## src/rtl/muldiv_pkg.sv

```systemverilog
// Shared definitions for the multi-cycle MULT/MULTU/DIV/DIVU sequencer:
// opcode encoding, FSM state encoding and iteration-counter sizing.
package muldiv_pkg;

  localparam logic [1:0] OP_MULT  = 2'b00;
  localparam logic [1:0] OP_MULTU = 2'b01;
  localparam logic [1:0] OP_DIV   = 2'b10;
  localparam logic [1:0] OP_DIVU  = 2'b11;

  localparam logic [2:0] S_IDLE = 3'd0;
  localparam logic [2:0] S_PREP = 3'd1;
  localparam logic [2:0] S_ITER = 3'd2;
  localparam logic [2:0] S_FIX  = 3'd3;
  localparam logic [2:0] S_DONE = 3'd4;

  typedef enum logic [2:0] {
    ST_IDLE = S_IDLE,
    ST_PREP = S_PREP,
    ST_ITER = S_ITER,
    ST_FIX  = S_FIX,
    ST_DONE = S_DONE
  } state_e;

  localparam int MD_WIDTH = 32;
  localparam int CNT_W    = $clog2(MD_WIDTH + 1);

  function automatic int cnt_width(input int w);
    return $clog2(w + 1);
  endfunction

endpackage

```

## src/rtl/muldiv_if.sv

```systemverilog
// Request/result bundle between the execute stage and the mul/div sequencer.
interface muldiv_if #(
  parameter int WIDTH = 32
);
  logic             start;
  logic [1:0]       op;
  logic [WIDTH-1:0] a;
  logic [WIDTH-1:0] b;
  logic             busy;
  logic             done;
  logic [WIDTH-1:0] hi;
  logic [WIDTH-1:0] lo;
  logic             div_zero;

  modport master (
    output start, op, a, b,
    input  busy, done, hi, lo, div_zero
  );

  modport slave (
    input  start, op, a, b,
    output busy, done, hi, lo, div_zero
  );
endinterface

```

## src/rtl/muldiv_addsub.sv

```systemverilog
// Combinational add/subtract shared by the multiply and divide iterations.
// co_o is the carry-out when adding and the borrow when subtracting.
module muldiv_addsub #(
  parameter int WIDTH = 33
) (
  input  logic [WIDTH-1:0] x_i,
  input  logic [WIDTH-1:0] y_i,
  input  logic             sub_i,
  output logic [WIDTH-1:0] sum_o,
  output logic             co_o
);

  logic [WIDTH:0]   full;
  logic [WIDTH-1:0] y_eff;

  assign y_eff = sub_i ? ~y_i : y_i;
  assign full  = {1'b0, x_i} + {1'b0, y_eff} + {{WIDTH{1'b0}}, sub_i};
  assign sum_o = full[WIDTH-1:0];
  assign co_o  = sub_i ? ~full[WIDTH] : full[WIDTH];

endmodule

```

## src/rtl/muldiv_seq.sv

```systemverilog
// Iterative MIPS multiply/divide unit: shift-add multiply and restoring divide
// over WIDTH cycles, sharing one (WIDTH+1)-bit adder, results in HI/LO.
module muldiv_seq
  import muldiv_pkg::*;
#(
  parameter int WIDTH = 32
) (
  input  logic     clk,
  input  logic     reset,
  muldiv_if.slave  md
);

  localparam int CW = cnt_width(WIDTH);

  state_e           state_q, state_d;
  logic [1:0]       op_q, op_d;
  logic [WIDTH-1:0] a_q, a_d, b_q, b_d, y_q, y_d;
  logic [WIDTH-1:0] hi_q, hi_d, lo_q, lo_d;
  logic [CW-1:0]    cnt_q, cnt_d;
  logic             qneg_q, qneg_d, rneg_q, rneg_d, dz_q, dz_d;

  logic             is_div, is_signed;
  logic [WIDTH-1:0] a_abs, b_abs;
  logic [WIDTH:0]   as_x, as_y, as_sum;
  logic             as_co;
  logic [WIDTH:0]   div_sh, mul_acc;
  logic [WIDTH-1:0] div_rem;
  logic [2*WIDTH-1:0] prod_neg;
  logic [WIDTH-1:0] lo_neg, hi_neg;

  assign is_div    = (op_q == OP_DIV) || (op_q == OP_DIVU);
  assign is_signed = (op_q == OP_MULT) || (op_q == OP_DIV);

  assign a_abs = (is_signed && a_q[WIDTH-1]) ? (~a_q + WIDTH'(1)) : a_q;
  assign b_abs = (is_signed && b_q[WIDTH-1]) ? (~b_q + WIDTH'(1)) : b_q;

  // Divide sees the left-shifted remainder including the bit shifted out of hi,
  // so divisors with the top bit set still compare correctly.
  assign div_sh = {hi_q, lo_q[WIDTH-1]};
  assign as_x   = is_div ? div_sh : {1'b0, hi_q};
  assign as_y   = {1'b0, y_q};

  muldiv_addsub #(.WIDTH(WIDTH + 1)) u_addsub (
    .x_i   (as_x),
    .y_i   (as_y),
    .sub_i (is_div),
    .sum_o (as_sum),
    .co_o  (as_co)
  );

  assign mul_acc  = lo_q[0] ? as_sum : {1'b0, hi_q};
  assign div_rem  = as_co ? div_sh[WIDTH-1:0] : as_sum[WIDTH-1:0];
  assign prod_neg = ~{hi_q, lo_q} + (2*WIDTH)'(1);
  assign lo_neg   = ~lo_q + WIDTH'(1);
  assign hi_neg   = ~hi_q + WIDTH'(1);

  always_comb begin
    state_d = state_q;
    op_d    = op_q;
    a_d     = a_q;
    b_d     = b_q;
    y_d     = y_q;
    hi_d    = hi_q;
    lo_d    = lo_q;
    cnt_d   = cnt_q;
    qneg_d  = qneg_q;
    rneg_d  = rneg_q;
    dz_d    = dz_q;
    case (state_q)
      ST_IDLE, ST_DONE: begin
        if (md.start) begin
          op_d    = md.op;
          a_d     = md.a;
          b_d     = md.b;
          state_d = ST_PREP;
        end else begin
          state_d = ST_IDLE;
        end
      end
      ST_PREP: begin
        qneg_d = is_signed & (a_q[WIDTH-1] ^ b_q[WIDTH-1]);
        rneg_d = is_signed & a_q[WIDTH-1];
        cnt_d  = '0;
        hi_d   = '0;
        if (is_div) begin
          y_d  = b_abs;
          lo_d = a_abs;
          if (b_q == '0) begin
            hi_d    = a_q;
            lo_d    = '1;
            dz_d    = 1'b1;
            state_d = ST_DONE;
          end else begin
            state_d = ST_ITER;
          end
        end else begin
          y_d     = a_abs;
          lo_d    = b_abs;
          state_d = ST_ITER;
        end
      end
      ST_ITER: begin
        cnt_d = cnt_q + CW'(1);
        if (is_div) begin
          hi_d = div_rem;
          lo_d = {lo_q[WIDTH-2:0], ~as_co};
        end else begin
          hi_d = mul_acc[WIDTH:1];
          lo_d = {mul_acc[0], lo_q[WIDTH-1:1]};
        end
        if (cnt_q == CW'(WIDTH - 1)) state_d = ST_FIX;
      end
      ST_FIX: begin
        // Sign flags are already zero for unsigned ops.
        if (is_div) begin
          if (qneg_q) lo_d = lo_neg;
          if (rneg_q) hi_d = hi_neg;
        end else if (qneg_q) begin
          {hi_d, lo_d} = prod_neg;
        end
        dz_d    = 1'b0;
        state_d = ST_DONE;
      end
      default: state_d = ST_IDLE;
    endcase
  end

  always_ff @(posedge clk) begin
    if (reset) begin
      state_q <= ST_IDLE;
      hi_q    <= '0;
      lo_q    <= '0;
      cnt_q   <= '0;
      dz_q    <= 1'b0;
    end else begin
      state_q <= state_d;
      hi_q    <= hi_d;
      lo_q    <= lo_d;
      cnt_q   <= cnt_d;
      dz_q    <= dz_d;
    end
  end

  always_ff @(posedge clk) begin
    op_q   <= op_d;
    a_q    <= a_d;
    b_q    <= b_d;
    y_q    <= y_d;
    qneg_q <= qneg_d;
    rneg_q <= rneg_d;
  end

  assign md.busy     = (state_q == ST_PREP) || (state_q == ST_ITER) || (state_q == ST_FIX);
  assign md.done     = (state_q == ST_DONE);
  assign md.hi       = hi_q;
  assign md.lo       = lo_q;
  assign md.div_zero = dz_q;

endmodule

```

## src/flat_wrapper.sv

```systemverilog
// flat-port wrapper written by rule: the top's interface ports become plain ports
module muldiv_seq_flat import muldiv_pkg::*;
#(
  parameter int WIDTH = 32
)
  (clk, reset, md_start, md_op, md_a, md_b, md_busy, md_done, md_hi, md_lo, md_div_zero);
  muldiv_if #(.WIDTH(WIDTH)) md_i ();
  input  logic clk;
  input  logic reset;
  input wire logic [$bits(md_i.start)-1:0] md_start;
  input wire logic [$bits(md_i.op)-1:0] md_op;
  input wire logic [$bits(md_i.a)-1:0] md_a;
  input wire logic [$bits(md_i.b)-1:0] md_b;
  output wire logic [$bits(md_i.busy)-1:0] md_busy;
  output wire logic [$bits(md_i.done)-1:0] md_done;
  output wire logic [$bits(md_i.hi)-1:0] md_hi;
  output wire logic [$bits(md_i.lo)-1:0] md_lo;
  output wire logic [$bits(md_i.div_zero)-1:0] md_div_zero;
  assign md_i.start = md_start;
  assign md_i.op = md_op;
  assign md_i.a = md_a;
  assign md_i.b = md_b;
  assign md_busy = md_i.busy;
  assign md_done = md_i.done;
  assign md_hi = md_i.hi;
  assign md_lo = md_i.lo;
  assign md_div_zero = md_i.div_zero;
  muldiv_seq #(.WIDTH(WIDTH)) u_core (.clk(clk), .reset(reset), .md(md_i));
endmodule
```

## config.mk

```make
export PLATFORM = sky130hd
export DESIGN_NAME = muldiv_seq_flat
export DESIGN_NICKNAME = d
export VERILOG_FILES = /design/src/rtl/muldiv_pkg.sv /design/src/rtl/muldiv_if.sv /design/src/rtl/muldiv_addsub.sv /design/src/rtl/muldiv_seq.sv /design/src/flat_wrapper.sv
export SDC_FILE = /design/constraint.sdc
export NUM_CORES = 1
export LEC_CHECK = 0
export CORE_ASPECT_RATIO = 1.25
export CORE_MARGIN = 10
export CORE_UTILIZATION = 35
export CTS_BUF_LIST = sky130_fd_sc_hd__clkbuf_8 sky130_fd_sc_hd__clkbuf_16
export DETAILED_ROUTE_END_ITERATION = 10
export SLEW_MARGIN = 20
export SYNTH_ARGS = -nofsm -noshare
export SYNTH_HDL_FRONTEND = slang
export SYNTH_SLANG_ARGS = --single-unit
export TNS_END_PERCENT = 5
```

## constraint.sdc

```tcl
create_clock -name clk -period 7.4 [get_ports clk]
set_input_delay 1.11 -clock clk [delete_from_list [all_inputs] [get_ports clk]]
set_output_delay 1.11 -clock clk [all_outputs]
set_load 0.005 [all_outputs]
```

# [Word level (Yosys, flattened, before mapping)]
# Index checks and enable logic that the tools add are counted.
[word_totals] reg_bits=174 inputBits=69 out_inout_bits=67 word_cells=91
[op_classes] add_sub_neg=8 eq_ne=13 n_mux=31 bitwise=11 n_reduce_logical=17
[op_table] op="32-bit two-way mux" n=16
[op_table] op="32-bit one-hot mux with 3 select lines" n=2
[op_table] op="32-bit by 1-bit adder with 32-bit output (second input constant)" n=4
[op_table] op="32-bit inverter" n=4
[op_table] op="33-bit two-way mux" n=3
[op_table] op="64-bit by 1-bit adder with 64-bit output (second input constant)" n=1
[op_table] op="64-bit inverter" n=1
[op_table] op="33-bit by 33-bit adder with 34-bit output" n=1
[op_table] op="34-bit by 1-bit adder with 34-bit output" n=1
[op_table] op="32-bit inverter with 33-bit output" n=1
[op_table] op="32-bit zero test" n=1
[op_table] op="3-bit one-hot mux with 4 select lines" n=1
[op_table] op="6-bit one-hot mux with 2 select lines" n=1
[op_table] op="3-bit two-way mux" n=3
[op_table] op="2-bit by 1-bit inequality test with 1-bit output (second input constant)" n=4
[op_table] op="6-bit by 1-bit adder with 6-bit output (second input constant)" n=1
[op_table] op="3-bit by 2-bit == test with 1-bit output (second input constant)" n=2
[op_table] op="6-bit by 5-bit == test with 1-bit output (second input constant)" n=1
[op_table] op="3-bit AND reduction" n=2
[op_table] op="2-bit == test (second input constant)" n=2
[op_table] op="1-bit logical OR" n=4
[op_table] op="1-bit two-way mux" n=4
[op_table] op="2-bit AND reduction" n=2
[op_table] op="2-bit nonzero test" n=2
[op_table] op="13 further kinds" n=16

# [Logic depth before layout (Yosys ltp)]
[depth] depth_word=10 depth_mapped=18 depth_no_buf=13

# [Hierarchy]
# Synthesis repeated with hierarchy kept, for this count alone.
[unflattened] cells_unflattened=1671 hier_area_um2=14322.5
[modules_own_cells] module="muldiv_seq" n_inst=1 cells_per_inst=1354 area_each_um2=12010.3 seq_area_each_um2=4484.3
[modules_own_cells] module="muldiv_addsub" n_inst=1 cells_per_inst=317 area_each_um2=2312.2 seq_area_each_um2=0.0

# [Worst setup path after synthesis]
# OpenSTA, ideal clock, no wires.
[synth_path] path_type="register to register" start="reg u_core.op_q[1]" end="reg u_core.hi_q[4], in the netlist u_core.md.hi[4]" setup_time_ns=0.091 arrival_time_ns=4.403 required_time_ns=7.309 slack_ns=2.906 stages_incl_launch_ff=18 n_path_buf=6 synth_period_minus_slack_ns=4.494 cell_sequence="edfxtp_1 > buf_2 > buf_1 > buf_1 > clkbuf_1 > buf_1 > xor2_1 > ha_1 > a21o_1 > a41o_1 > a311oi_1 > o21ai_1 > o211ai_1 > nand2_1 > buf_2 > a221oi_1 > o21ai_0 > a311oi_1"
[synth_between] elab_chain_cells=10 word_cells_on_any_way=18 cone_classes="2 x add/sub; 4 x eq/ne; 9 x mux; 1 x bitwise; 2 x reduce/logical"
[synth_lines] element="from (decl)" line_no="muldiv_seq.sv:16" text="logic [1:0] op_q, op_d;"
[synth_lines] element="from (signal assigned)" line_no="muldiv_seq.sv:145" text="op_q <= op_d;"
[synth_lines] element="2-bit == test" line_no="muldiv_seq.sv:31" text="assign is_div = (op_q == OP_DIV) || (op_q == OP_DIVU);"
[synth_lines] element="1-bit logical OR (*)" line_no="muldiv_seq.sv:31"
[synth_lines] element="33-bit two-way mux (on tied branches)" line_no="muldiv_seq.sv:40, muldiv_addsub.sv:16"
[synth_lines] element="33-bit by 33-bit adder with 34-bit output" line_no="muldiv_addsub.sv:17" text="assign full = {1'b0, x_i} + {1'b0, y_eff} + {{WIDTH{1'b0}}, sub_i};"
[synth_lines] element="34-bit by 1-bit adder with 34-bit output" line_no="muldiv_addsub.sv:17"
[synth_lines] element="1-bit inverter" line_no="muldiv_addsub.sv:19" text="assign co_o = sub_i ? ~full[WIDTH] : full[WIDTH];"
[synth_lines] element="1-bit two-way mux" line_no="muldiv_addsub.sv:19"
[synth_lines] element="32-bit two-way mux" line_no="muldiv_seq.sv:52" text="assign div_rem = as_co ? div_sh[WIDTH-1:0] : as_sum[WIDTH-1:0];"
[synth_lines] element="32-bit two-way mux" line_no="muldiv_seq.sv:104" text="if (is_div) begin"
[synth_lines] element="32-bit one-hot mux with 3 select lines" line_no="muldiv_seq.sv:69" text="case (state_q)"
[synth_lines] element="to (signal assigned)" line_no="muldiv_seq.sv:137" text="hi_q <= hi_d;"
[synth_lines] element="to (decl)" line_no="muldiv_seq.sv:18" text="logic [WIDTH-1:0] hi_q, hi_d, lo_q, lo_d;"
# Every way passes the cells marked *; elsewhere a longest branch is shown, timed or not.
# A chain may end at the register's enable or synchronous reset.

# [Final worst setup path]
[layout_path] start="reg u_core.op_q[1]" end="reg u_core.hi_q[6], in the netlist u_core.md.hi[6]"
# Same word-level chain as after synthesis.

==> impl_results.md <==
- Simple-gate portion of the synthesized area: 17.6%
- Critical Path Max Stage Delay: 0.73 ns
- Core area: 0.0383 mm2
- Die width: 196 um
- R2R depth: 12
- H-tree levels: 4
- Grt ovf: 0
- Final Max Tran Viols: 0
- Crit-path slowest cell: nand3_1
- GPL Wtd Cong: between 0.9 and 1
- Mapped Area: ~0.014 mm2
- Synth Area in Adders: 3.46%
- R2r endpoint: u_core.md.hi[6]
- Power density over cell area: 205 mW/mm2
- Syn avg cell area: 8.54 um2
- Antenna fix cells: 0
- Clock transition at the registers of the reported paths: approximately 0.08 ns
- RSZ-0062 raised after global routing: no
- Placed wire-length estimate: roughly 37,000 um
- DRT Wirelength: approximately 50,000 um
- EDFF count, synth: 100
- Critical path's top delay family: compound AO/OA/AOI/OAI gates
- Setup tns final: 0 ns
- Layout cell share with drive strength beyond 1: 8.16%
- Die height: ~240 um
- Slew margin rel.: 28.3%
- Setup Skew: 0.0142 ns
- I/O pin total: 136
- Final Setup Violations: 0
- Largest family of logic cells by synthesized area: compound AO/OA/AOI/OAI gates
- P&R area growth vs syn: 16.3%
- Post-DRT Antenna Nets: 0
- Postcts setup bufs: 0
- XOR/XNOR share of the synthesized area: 9.34%
- Top cells by area, synth: edfxtp_1 22%, dfxtp_1 11%, a21oi_1 5.5%
- Non-filler cells, final: 2,146
- Hold path cells: 2
- Clk buf depth: 2
- Wire per inst: 23.1 um
- Root buf cell: clkbuf_16
- CTS tree: done
- Sequential share of the synthesized area: 33.0%
- Hold Path End: u_core.cnt_q[5]
- Final nets: 1,747
- Max IR drop VDD: 167 uV
- Std cell rows: 80
- Max Clock Freq: 0.211 GHz
- Hold Violations, Final: 0
- # Max-Cap Violations: 0
- Critical Path Start Type: flip-flop
- Cell variety after synth: 87
- Cell breakdown of the critical path: buf_4, mux2_2, ha_1, a21oi_1, o21ai_0, a311oi_1, o21ai_1, o211ai_1, nand3_1, o211a_1, a221oi_1, a211oi_1
- Post-layout min period: between 4 and 5 ns
- Initial antenna violation count: 1
- Residual DRC: 0
- CP bufs+invs: 1
- Die area: 0.0472 mm2
- DR vias/cell: 6.07
- Tot GR Track Use: 20.4%
- Hold_buf cts: 0
- Design Power: 0.00324 W
- Biggest area consumer among synthesized cells: edfxtp_1
- Syn_nets: 1,699
- Worst R2R Start: u_core.op_q[1]
- Yosys reg bits: 174
- Number of global-route vias before repair: 12,276
- Skew-Pair Late Insertion Delay: 0.46 ns
- Pin count of the biggest net entering global routing: just over 90
- Design Area, Final: 0.0158 mm2
- CTS buffer count: 17
- IO Port Bufs: 135
- Leak Pwr: 5.57 nW
- R2R setup slack: ~2.7 ns
- Commonest cells in the netlist: 150 x a21oi_1, 142 x nor2_1, 115 x o21ai_0
- Final period util: 64.0%
- Fill count: 3,812
- Most common flop cell mapped by yosys: edfxtp_1
- Post-synthesis mux area share: under 10%
- DP Area: 0.0153 mm2
- # clock sinks: 174
- DR iter-0 viols: 1,379
- CP arrival: 5.06 ns
- PostCTS Resize Cnt: 0
- Worst EP required: 7.72 ns
- HP Class: reg2reg
- Global-route wire length before repair: 75,500 um
- First-pass iteration count of the detailed router: 5
- Layout Utilization: 41.3%
- Async SR Flop Fraction: 0%
- Synth Area in Compound Gates: approximately a quarter
- Area share of the leading cell type in the synthesized netlist: 22.1%
- Status: completed
- Maximum fanout along the worst path: 26
- Syn Inst Count: 1,593
- WS Path Type: reg2reg
- Worst Setup End Kind: flip-flop
- Worst hold start: u_core.cnt_q[5]
- Yosys warns: 0
- Placed Cells: 2,114
- Starting Density: 35.5%
- Vias: 13,017
- Count leader, synth: a21oi_1
- Tightest Pin Transition: between 1 and 1.5 ns
## worst register-to-register path: stages, from the launching register on
cell,delay (ns)
edfxtp_1,0.47
buf_4,0.36
mux2_2,0.39
ha_1,0.35
a21oi_1,0.25
o21ai_0,0.13
a311oi_1,0.39
o21ai_1,0.33
o211ai_1,0.37
nand3_1,0.73
o211a_1,0.51
a221oi_1,0.22
a211oi_1,0.11
## layout make-up
class                   instances  area, um2  share of cell area, %
clock buffers                  17        425                   2.69
well taps                     492        616                   3.89
clock inverters                15        140                  0.886
repair buffers                157       1520                   9.63
multi-input cells            1259       8510                   53.8
flip-flops and latches        174       4490                   28.3
inverters                      32        120                  0.759
## through the flow
| step | hold slack, ns | setup WS [ns] |
|---|---|---|
| after floorplan | 0.440 | 2.91 |
| after global placement | 0.463 | 2.92 |
| after detailed placement | 0.472 | 2.80 |
| after CTS | 0.484 | 2.80 |
| after global routing | 0.517 | 2.38 |
| final | 0.485 | 2.66 |
## cells in the final DEF (no fill, tap or decap), types with 44 or more instances in the layout
cell type / synthesis / routed
a21oi_1: 150 / 150
nor2_1: 142 / 140
clkdlybuf4s50_1: 0 / 134
o21ai_0: 115 / 115
edfxtp_1: 100 / 100
nand2_1: 95 / 95
xor2_1: 80 / 80
dfxtp_1: 74 / 73
xnor2_1: 65 / 65
nor3_1: 46 / 46
mux2i_1: 44 / 44
## metal layers
metal,part of all wire [%],track usage [%],vias up
met5,0,0,-
met3,6.8,3.21,91
met2,47,32.8,534
li1,-,-,6118
met1,42,26.1,6274
met4,4.3,9.94,0
## state kept, by name, indices dropped and copies added (netlist names)
name	flops
u_core.a_q	32
u_core.b_q	32
u_core.cnt_q	6
u_core.md.div_zero	1
u_core.md.hi	32
u_core.md.lo	32
u_core.op_q	2
u_core.qneg_q	1
u_core.rneg_q	1
u_core.state_q	3
u_core.y_q	32
## kinds of logic after synthesis
kind of cell             after synthesis
adder cells (fa/ha/maj)               37
XOR/XNOR                             145
AO/OA/AOI/OAI                        530
AND/OR/NAND/NOR                      459
multiplexers                          88
flip-flops                           174
buffers and inverters                160
## worst max-delay path by stage
stage | start | to | slack, ns | cells past startpoint
after floorplan | u_core.op_q[1] | u_core.md.hi[4] | 2.91 | 17
after global placement | u_core.op_q[1] | u_core.md.hi[6] | 2.92 | 12
after detailed placement | u_core.op_q[1] | u_core.md.hi[6] | 2.80 | 12
after CTS | u_core.op_q[1] | u_core.md.hi[6] | 2.80 | 12
after global routing | u_core.op_q[1] | u_core.md.hi[6] | 2.38 | 13
final | u_core.op_q[1] | u_core.md.hi[6] | 2.66 | 12
## power breakdown
| part | leakage [nW] | internal, W | switching (W) | total, W |
|---|---|---|---|---|
| Sequential | 1.55 | 0.00111 | 0.000138 | 0.00125 |
| Combinational | 3.75 | 0.000439 | 0.000653 | 0.00109 |
| Clock | 0.268 | 0.000469 | 0.000429 | 0.000897 |
No activity file was read; power rests on OpenSTA's default activity.
